### src/rtl/register_bank.sv
// ============================================================================
// Module      : register_bank
// Description : 1W/2R register file with registered reads, optional
//               write-to-read bypass, and a sequenced one-entry-per-cycle clear.
// Revision    : 1.0 - initial release
// ============================================================================
`timescale 1ns/1ps
`default_nettype none

module register_bank #(
  parameter int DATA_W   = 8,
  parameter int ADDR_W   = 3,
  parameter int BYPASS   = 1,
  parameter int ZERO_REG = 0
) (
  input  logic              clk,
  input  logic              reset,
  input  logic              WRITEEN,
  input  logic [ADDR_W-1:0] INaddr,
  input  logic [DATA_W-1:0] IN,
  input  logic [ADDR_W-1:0] OUT1addr,
  input  logic [ADDR_W-1:0] OUT2addr,
  output logic [DATA_W-1:0] OUT1,
  output logic [DATA_W-1:0] OUT2,
  input  logic              CLEAR,
  output logic              BUSY
);

  localparam int                C_DEPTH    = 1 << ADDR_W;
  localparam logic [ADDR_W-1:0] C_LAST_IDX = ADDR_W'(C_DEPTH - 1);

  typedef enum logic [0:0] {
    ST_IDLE     = 1'b0,
    ST_CLEARING = 1'b1
  } state_e;

  state_e            state_q, state_d;
  logic [ADDR_W-1:0] cnt_q, cnt_d;
  logic              busy_q, busy_d;
  logic [DATA_W-1:0] out1_q, out1_d;
  logic [DATA_W-1:0] out2_q, out2_d;

  logic              w_wr_en;
  logic              w_clr_en;
  logic [DATA_W-1:0] w_mem [C_DEPTH];

  // Writes are only taken while idle; entry 0 swallows writes when hardwired.
  assign w_wr_en  = WRITEEN && (state_q == ST_IDLE) &&
                    !((ZERO_REG != 0) && (INaddr == '0));
  assign w_clr_en = (state_q == ST_CLEARING);

  // --------------------------------------------------------------------------
  // Clear sequencer
  // --------------------------------------------------------------------------
  always_comb begin
    state_d = state_q;
    cnt_d   = cnt_q;
    busy_d  = busy_q;
    case (state_q)
      ST_IDLE: begin
        if (CLEAR) begin
          state_d = ST_CLEARING;
          cnt_d   = '0;
          busy_d  = 1'b1;
        end
      end
      ST_CLEARING: begin
        cnt_d = cnt_q + ADDR_W'(1);
        if (cnt_q == C_LAST_IDX) begin
          state_d = ST_IDLE;
          cnt_d   = '0;
          busy_d  = 1'b0;
        end
      end
      default: begin
        state_d = ST_IDLE;
        cnt_d   = '0;
        busy_d  = 1'b0;
      end
    endcase
  end

  always_ff @(posedge clk or posedge reset) begin
    if (reset) begin
      state_q <= ST_IDLE;
      cnt_q   <= '0;
      busy_q  <= 1'b0;
    end else begin
      state_q <= state_d;
      cnt_q   <= cnt_d;
      busy_q  <= busy_d;
    end
  end

  // --------------------------------------------------------------------------
  // Storage entries
  // --------------------------------------------------------------------------
  for (genvar i = 0; i < C_DEPTH; i++) begin : g_entry
    if ((ZERO_REG != 0) && (i == 0)) begin : g_zero
      assign w_mem[i] = '0;
    end else begin : g_reg
      logic [DATA_W-1:0] entry_q, entry_d;

      always_comb begin
        entry_d = entry_q;
        if (w_clr_en && (cnt_q == ADDR_W'(i))) begin
          entry_d = '0;
        end else if (w_wr_en && (INaddr == ADDR_W'(i))) begin
          entry_d = IN;
        end
      end

      always_ff @(posedge clk or posedge reset) begin
        if (reset) begin
          entry_q <= '0;
        end else begin
          entry_q <= entry_d;
        end
      end

      assign w_mem[i] = entry_q;
    end
  end

  // --------------------------------------------------------------------------
  // Registered read ports; clear writes never feed the bypass
  // --------------------------------------------------------------------------
  always_comb begin
    out1_d = w_mem[OUT1addr];
    if ((BYPASS != 0) && w_wr_en && (OUT1addr == INaddr)) begin
      out1_d = IN;
    end
    if ((ZERO_REG != 0) && (OUT1addr == '0)) begin
      out1_d = '0;
    end

    out2_d = w_mem[OUT2addr];
    if ((BYPASS != 0) && w_wr_en && (OUT2addr == INaddr)) begin
      out2_d = IN;
    end
    if ((ZERO_REG != 0) && (OUT2addr == '0)) begin
      out2_d = '0;
    end
  end

  always_ff @(posedge clk or posedge reset) begin
    if (reset) begin
      out1_q <= '0;
      out2_q <= '0;
    end else begin
      out1_q <= out1_d;
      out2_q <= out2_d;
    end
  end

  assign OUT1 = out1_q;
  assign OUT2 = out2_q;
  assign BUSY = busy_q;

endmodule

`default_nettype wire

### config.mk
export PLATFORM = sky130hd
export DESIGN_NAME = register_bank
export DESIGN_NICKNAME = d
export VERILOG_FILES = /design/src/rtl/register_bank.sv
export SDC_FILE = /design/constraint.sdc
export NUM_CORES = 1
export LEC_CHECK = 0
export CORE_MARGIN = 2
export CORE_UTILIZATION = 63
export DETAILED_ROUTE_END_ITERATION = 6
export HOLD_SLACK_MARGIN = 0.15
export PLACE_DENSITY = 0.94
export SLEW_MARGIN = 20
export SYNTH_ARGS = -nofsm -noshare
export SYNTH_HDL_FRONTEND = slang
export SYNTH_SLANG_ARGS = --single-unit
### constraint.sdc
create_clock -name clk -period 6.47 [get_ports clk]
set_clock_uncertainty 0.05 [all_clocks]
set_input_delay 1.941 -clock clk [delete_from_list [all_inputs] [get_ports clk]]
set_output_delay 1.941 -clock clk [all_outputs]
set_load 0.02 [all_outputs]
Word-level counts from Yosys, hierarchy flattened. Cells that the tools add are included.

Bits of input ports: 21. RAM bits: 0. Bits in latches: 0. Logic and storage cells: 100. Register bits: 85. Output and inout port bits: 17. Memories: 0. ROM bits: 0.

Order comparisons: 2. Bitwise operators: 3. Equality and inequality tests: 18. Shift-type cells: 0. Multiplexer cells: 33. Reduce and logical (&&, ||, !) cells: 30. Div/mod/pow operators: 0. Add/subtract/negate cells: 1. Multiply operators: 0.

Operator list (count): 2-to-1 mux 8 bit (22); binary-select mux 8 bit (select 3 bit) (2); equality test 3 bit, second input constant (8); logical AND 1 bit (19); nonzero test 2 bit (8); equality test 3 x 2 -> 1 bit, second input constant (4); >= comparator 4 bit, second input constant (2); NOT 3 -> 4 bit (2); equality test 3 x 1 -> 1 bit, second input constant (2); equality test 3 bit (2); zero test 3 bit (2); 2-to-1 mux 3 bit (2); case mux 3 bit (2 select lines) (1); 2-to-1 mux 1 bit (4); case mux 1 bit (2 select lines) (2); adder 3 x 1 -> 3 bit, second input constant (1); != test 2 x 1 -> 1 bit, second input constant (1); != test 2 bit, second input constant (1); AND reduction 2 bit (1); NOT 1 bit (1).

Depth between registers and ports, before layout. Gate-level depths: netlist of run 1.

Depth after elaboration: 5. Gate-level depth with buffers: 6. Mapped depth without buffers: 5.

Worst setup path after synthesis of run 1. Ideal clock, no wire load.

Path type: in2reg. Start: input OUT1addr[0]. End: register out1_q[2], in the netlist OUT1[2]. Buffers on the path: 2. Arrival: 2892 ps. Stages: 5. Path slack: 3396 ps. Required time: 6288 ps. Path through: buf_6 buf_12 mux4_2 mux2i_1 mux2i_1.

Cells in the longest elaborated chain, start to end: 5.

Ends and longest elaborated chain: start, declared (RTL line 21) `input logic [ADDR_W-1:0] OUT1addr,`; NOT 3 -> 4 bit (not written as such) (RTL line 129) `out1_d = w_mem[OUT1addr];`; binary-select mux 8 bit (select 3 bit) (RTL line 129); 2-to-1 mux 8 bit (not written as such) (2 in a row) (RTL line 129); 2-to-1 mux 8 bit * (RTL line 130) `if ((BYPASS != 0) && w_wr_en && (OUT1addr == INaddr)) begin`; via out1_d[2] (RTL line 40) `logic [DATA_W-1:0] out1_q, out1_d;`; end signal, assigned (RTL line 151) `out1_q <= out1_d;`; end, declared (RTL line 40).

The timed path passes the listed nets; every way through them passes the cells marked *. The select of a mux whose other input is x is not followed. A chain may end at the register's enable or synchronous reset.

Worst setup path after layout of run 1.
Start: input OUT2addr[0]. End: register out2_q[7], in the netlist OUT2[7].

Cells in the longest elaborated chain, start to end: 5.

Ends and longest elaborated chain: start, declared (RTL line 22) `input logic [ADDR_W-1:0] OUT2addr,`; NOT 3 -> 4 bit (not written as such) (RTL line 137) `out2_d = w_mem[OUT2addr];`; binary-select mux 8 bit (select 3 bit) (RTL line 137); 2-to-1 mux 8 bit (not written as such) (2 in a row) (RTL line 137); 2-to-1 mux 8 bit * (RTL line 138) `if ((BYPASS != 0) && w_wr_en && (OUT2addr == INaddr)) begin`; via out2_d[7] (RTL line 41) `logic [DATA_W-1:0] out2_q, out2_d;`; end signal, assigned (RTL line 152) `out2_q <= out2_d;`; end, declared (RTL line 41).

Marks and branches as above.

==> flow_summary_export.csv, run 1 <==
group,metric,value,unit
clocking,cts_tree,"built",
floorplanning,core,7290,um2
setup_path,cp-start-kind,"input port",
synth,syn-num-nets,424,
synth,synth_area_leaders,"dfrtp_1 (45%), mux2i_1 (13%), mux4_2 (8.5%)",
setup_path,required,6.64,ns
placement,placed_cells,508,
setup_path,critical_path_class,"input port to flip-flop",
sta,min_period_over_period,62.1,%
clocking,cts.clk_slew.worst_paths,0.09,ns
synth,syn_area,4770,um2
detailed_routing,wl_per_cell,24.6,um
sta,finalHoldViolCount,0,
floorplanning,start_util,65.5,%
detailed_routing,first_pass_iters,5,
setup_path,cp.arrival,4.19,ns
global_routing,grt_pass1_vias,3659,
synth,synth_commonest_cells,"dfrtp_1 (85), mux2i_1 (64), nand2_1 (52)",
global_routing,grt_overflow_total,0,
synth,synthMuxAreaShare,29.6,%
cells_and_area,seq_area,2130,um2
placement,gp_congestion,0.924,
clocking,cts_hold_buf,0,
setup_path,crit_end,"OUT2[7]",
detailed_routing,drtIter0Drc,483,
synth,synth.most_common_cell,"dfrtp_1",
clocking,cts_made_buffers,9,
sta,setup_tns,0,ns
floorplanning,ioPinCount,38,
sta,rsz0062_at_grt,"false",
cells_and_area,drive_gt1_share,11.3,%
floorplanning,dieHeight,91.0,um
synth,yosysTopAreaCellShare,44.6,%
setup_path,rr_worst_depth,3,
synth,synth_compound_area_share,5.79,%
placement,numPortBuffers,37,
cells_and_area,nets,448,
setup_path,cp_max_fo,17,
cells_and_area,multi_input_area,2420,um2
detailed_routing,via_count,3637,
setup_path,startpoint,"OUT2addr[0]",
setup_path,reg2reg_slack,4.05,ns
synth,synth_seq_cells,85,
clocking,clockBufferDepth,2,
global_routing,grt_pass1_wl,20100,um
cells_and_area,final_area,5310,um2
detailed_routing,via_per_inst,6.94,
cells_and_area,syn_to_final_growth,11.3,%
clocking,htreeDepth,3,
clocking,cts_setup_buffers,0,
detailed_routing,ant_nets,0,
power,ir_drop,0.216,mV
sta,worstMarginPinSlew,1.11,ns
detailed_routing,post-route-drc-count,0,
synth,synthFlopType,"dfrtp_1",
floorplanning,rows,31,
setup_path,timing.rr.start,"state_q",
power,leakagePower,0.00257,uW
global_routing,track_usage,32.2,%
hold_path,hold_path.class,"flip-flop to flip-flop",
global_routing,grt_max_degree,45,
cells_and_area,stdcell_count,524,
synth,ys_async_sr_fraction,100,%
power,power.density,393,nW/um2
floorplanning,dieWidth,91.0,um
global_routing,antenna_found_initial,0,
synth,synth_edf_count,0,
synth,synth_simple_gate_area_share,12.0,%
cells_and_area,antennaDiodeCount,0,
placement,placed_area,5110,um2
cells_and_area,fillers,489,
synth,yosysSeqAreaShare,44.6,%
cells_and_area,utilization,72.9,%
synth,synthXorXnorAreaFrac,1.42,%
setup_path,endpoint_kind,"flip-flop",
run_status,status,"completed",
detailed_routing,finalWirelength,12900,um
sta,setup_viol,0,
synth,synth_largest_area_cell,"dfrtp_1",
placement,hpwl,8780,um
synth,synthCells,396,
clocking,cts_root_buffer,"clkbuf_8",
sta,relSlewSlack,26.0,%
synth,synth_top_family_by_area,"multiplexers",
synth,yosys_warnings,0,
setup_path,timing.rr.end,"g_entry[5].g_reg.entry_q[3]",
floorplanning,dieArea,8290,um2
job,cap_violations,0,
clocking,cts.sinks,85,
sta,clock.fmax,0.249,GHz
sta,min_period,4.01,ns
clocking,clock_latency,0.36,ns
synth,synth_fa_ha_area_share,1.83,%
clocking,post_cts_resized,0,
sta,slew_violations,0,
synth,ys_types,34,
synth,syn_area_per_cell,12.1,um2
==> routing by layer <==
metal,vias to the layer above,track usage [%],wire [um]
met5,-,0,0
met4,0,15.0,512
met3,50,7.97,1470
met2,275,49.8,6180
met1,1811,43.2,4720
li1,1501,-,-
==> registers in the layout, summed over array words and instances, names as in the netlist <==
signal                 count
BUSY                       1
OUT1                       8
OUT2                       8
cnt_q                      3
g_entry.g_reg.entry_q     64
state_q                    1
==> worst max-delay path: stages <==
cell and delay [ns]:
clkdlybuf4s50_1 1.21, mux4_1 0.68, mux2i_1 0.20, mux2i_1 0.16
==> final cells by class <==
cell class	count	share of cell area [%]
repair buffers	39	7.16
multi-input cells	272	45.6
clock buffers	12	2.92
clock inverters	4	1.04
well taps	99	2.33
flip-flops and latches	85	40.0
inverters	13	0.942
==> metrics by stage <==
stage               worst slack [ns]  power [uW]  hold slack (ns)
detailed placement              2.07        1660            0.475
finish                          2.46        2090            0.485
global route                    2.41        2180            0.512
CTS                             2.46        2060            0.490
floorplan                       2.29        1360            0.436
global placement                2.20        1580            0.464
==> worst min-delay path by stage <==
stage                        start  endpoint  slack, ns  depth (start not counted)
after detailed placement  cnt_q[0]  cnt_q[0]       0.48                          1
after global routing      cnt_q[0]  cnt_q[0]       0.51                          1
final                     cnt_q[0]  cnt_q[0]       0.49                          1
after global placement    cnt_q[0]  cnt_q[0]       0.46                          1
after CTS                 cnt_q[0]  cnt_q[0]       0.49                          1
after floorplan           cnt_q[0]  cnt_q[0]       0.44                          1
==> logic make-up after synthesis <==
kind of cell / after synthesis
simple gates: 109
mux: 96
flops: 85
compound gates: 54
buf+inv: 39
fa+ha+maj: 7
xor+xnor: 6
==> cells in the final DEF (no fill, tap or decap), types with 2 or more instances in the layout <==
master / n
nand3b_1: 4
dfrtp_1: 85
and2_1: 3
inv_1: 12
nand4_2: 2
o21ai_0: 33
xnor2_2: 2
mux4_2: 18
clkdlybuf4s50_1: 36
nor2b_1: 2
nor3b_2: 2
ha_1: 7
nand2_1: 52
buf_4: 2
a21oi_1: 18
nand2_8: 2
xnor2_1: 4
o31ai_1: 2
mux4_1: 14
mux2i_1: 64
clkbuf_8: 11
nand3_1: 35
==> power by group <==
part	switching, uW	internal (uW)
sequential	202	744
clock	200	202
combinational	382	357
(Power assumes the default switching activity.)
==> run 2, diff against run 1 <==
CORE_UTILIZATION = 59   (was 63)
PLACE_DENSITY = 0.9   (was 0.94)
clock period = 4 ns   (was 6.47 ns; I/O delays follow)
==> flow_summary_export.csv, run 2 (synthesis results as in run 1) <==
group,metric,value,unit
detailed_routing,post-route-drc-count,0,
clocking,post_cts_resized,0,
power,power.density,615,nW/um2
setup_path,startpoint,"INaddr[1]",
sta,rsz0062_at_grt,"false",
global_routing,grt_pass1_wl,18900,um
hold_path,hold_path.class,"flip-flop to flip-flop",
floorplanning,ioPinCount,38,
cells_and_area,antennaDiodeCount,0,
clocking,cts.clk_slew.worst_paths,0.09,ns
clocking,cts_setup_buffers,0,
setup_path,endpoint_kind,"flip-flop",
cells_and_area,largest_register_ff_count,64,
sta,finalHoldViolCount,0,
placement,hpwl,8470,um
setup_path,required,4.22,ns
clocking,cts.sinks,85,
detailed_routing,ant_nets,0,
placement,numPortBuffers,37,
global_routing,antenna_found_initial,0,
sta,worstMarginPinSlew,0.969,ns
detailed_routing,finalWirelength,11900,um
setup_path,timing.rr.end,"g_entry[5].g_reg.entry_q[4]",
placement,placed_cells,519,
floorplanning,start_util,61.5,%
setup_path,cp.arrival,3.31,ns
power,total_power,3300,uW
sta,min_period,3.09,ns
power,leakagePower,0.00261,uW
job,cap_violations,0,
setup_path,reg2reg_slack,2.01,ns
clocking,cts_made_buffers,9,
detailed_routing,via_count,3579,
detailed_routing,via_per_inst,6.69,
placement,gp_congestion,0.956,
global_routing,grt_max_degree,55,
floorplanning,core,7770,um2
setup_path,timing.rr.start,"state_q",
cells_and_area,nets,456,
clocking,cts_tree,"built",
floorplanning,dieWidth,93.9,um
setup_path,cp-start-kind,"input port",
sta,slew_violations,0,
cells_and_area,drive_gt1_share,12.9,%
cells_and_area,stdcell_count,535,
floorplanning,dieArea,8830,um2
setup_path,crit_end,"g_entry[2].g_reg.entry_q[6]",
power,ir_drop,0.378,mV
cells_and_area,mostFrequentLayoutCell,"dfrtp_1",
run_status,status,"completed",
clocking,htreeDepth,3,
clocking,clockBufferDepth,2,
clocking,clock_latency,0.38,ns
cells_and_area,utilization,69.1,%
sta,relSlewSlack,35.3,%
sta,clock.fmax,0.324,GHz
sta,setup_tns,0,ns
detailed_routing,first_pass_iters,5,
setup_path,cp_max_fo,10,
global_routing,grt_pass1_vias,3475,
cells_and_area,max_flop_register,"g_entry.g_reg.entry_q",
clocking,cts_root_buffer,"clkbuf_8",
global_routing,grt_overflow_total,0,
sta,hold_ws,0.493,ns
detailed_routing,drtIter0Drc,462,
cells_and_area,syn_to_final_growth,12.5,%
setup_path,rr_worst_depth,4,
setup_path,critical_path_class,"input port to flip-flop",
clocking,cts_hold_buf,0,
detailed_routing,wl_per_cell,22.3,um
global_routing,track_usage,29.2,%
floorplanning,dieHeight,93.9,um
floorplanning,rows,32,
sta,setup_viol,0,
sta,min_period_over_period,77.2,%
cells_and_area,most-common-layout-cells,"dfrtp_1 (85), mux2i_1 (64), nand2_1 (52), clkdlybuf4s50_1 (37), nand3_1 (35)",
[run 2: cell types whose count changed in the layout (fill, tap and decap cells not counted), moves of 2 or more]
cell / change
buf_4: +8
clkbuf_8: -2
inv_6: +2
inv_8: +2
[run 2: how the worst min path moves through the flow]
| stage | startpoint | end | depth (start not counted) |
|---|---|---|---|
| finish | cnt_q[0] | cnt_q[0] | 1 |
| global route | cnt_q[0] | cnt_q[0] | 1 |
| CTS | cnt_q[0] | cnt_q[0] | 1 |
| detailed placement | BUSY | BUSY | 2 |
| global placement | cnt_q[0] | cnt_q[0] | 1 |
| floorplan | cnt_q[0] | cnt_q[0] | 1 |
[run 2: where the power goes]
part / internal (uW) / switching [uW]
sequential: 1200 / 312
clock: 247 / 362
combinational: 584 / 595
total: 2030 / 1270
[run 2: through the flow]
| step | instance area (um2) | setup slack (ns) |
|---|---|---|
| 4_1_cts | 5370 | 1.02 |
| 2_1_floorplan | 4770 | 0.557 |
| 3_5_place_dp | 5170 | 0.681 |
| 3_3_place_gp | 5170 | 0.822 |
| 6_report | 5370 | 0.910 |
| 5_1_grt | 5370 | 0.940 |
[run 2: routing by layer]
| layer | vias up | share of wire [%] | global-route usage, % |
|---|---|---|---|
| met5 | - | 0 | 0 |
| met4 | 0 | 2.7 | 11.1 |
| met3 | 39 | 13 | 9.07 |
| met2 | 276 | 47 | 43.8 |
| met1 | 1744 | 38 | 40.3 |
| li1 | 1520 | - | - |
[run 2: critical path, cell delays in order]
cell and delay (ns):
clkdlybuf4s50_1 0.82, nor2b_1 0.84, nand2_8 0.17, mux2i_1 0.28
[run 2: final cells by class]
| cell class | count | area, um2 |
|---|---|---|
| Multi-Input combinational cell | 272 | 2420 |
| Fill cell | 541 | 2400 |
| Sequential cell | 85 | 2130 |
| Timing Repair Buffer | 47 | 445 |
| Tap cell | 102 | 128 |
| Clock buffer | 9 | 124 |
| Clock inverter | 7 | 73.8 |
| Inverter | 13 | 50.0 |
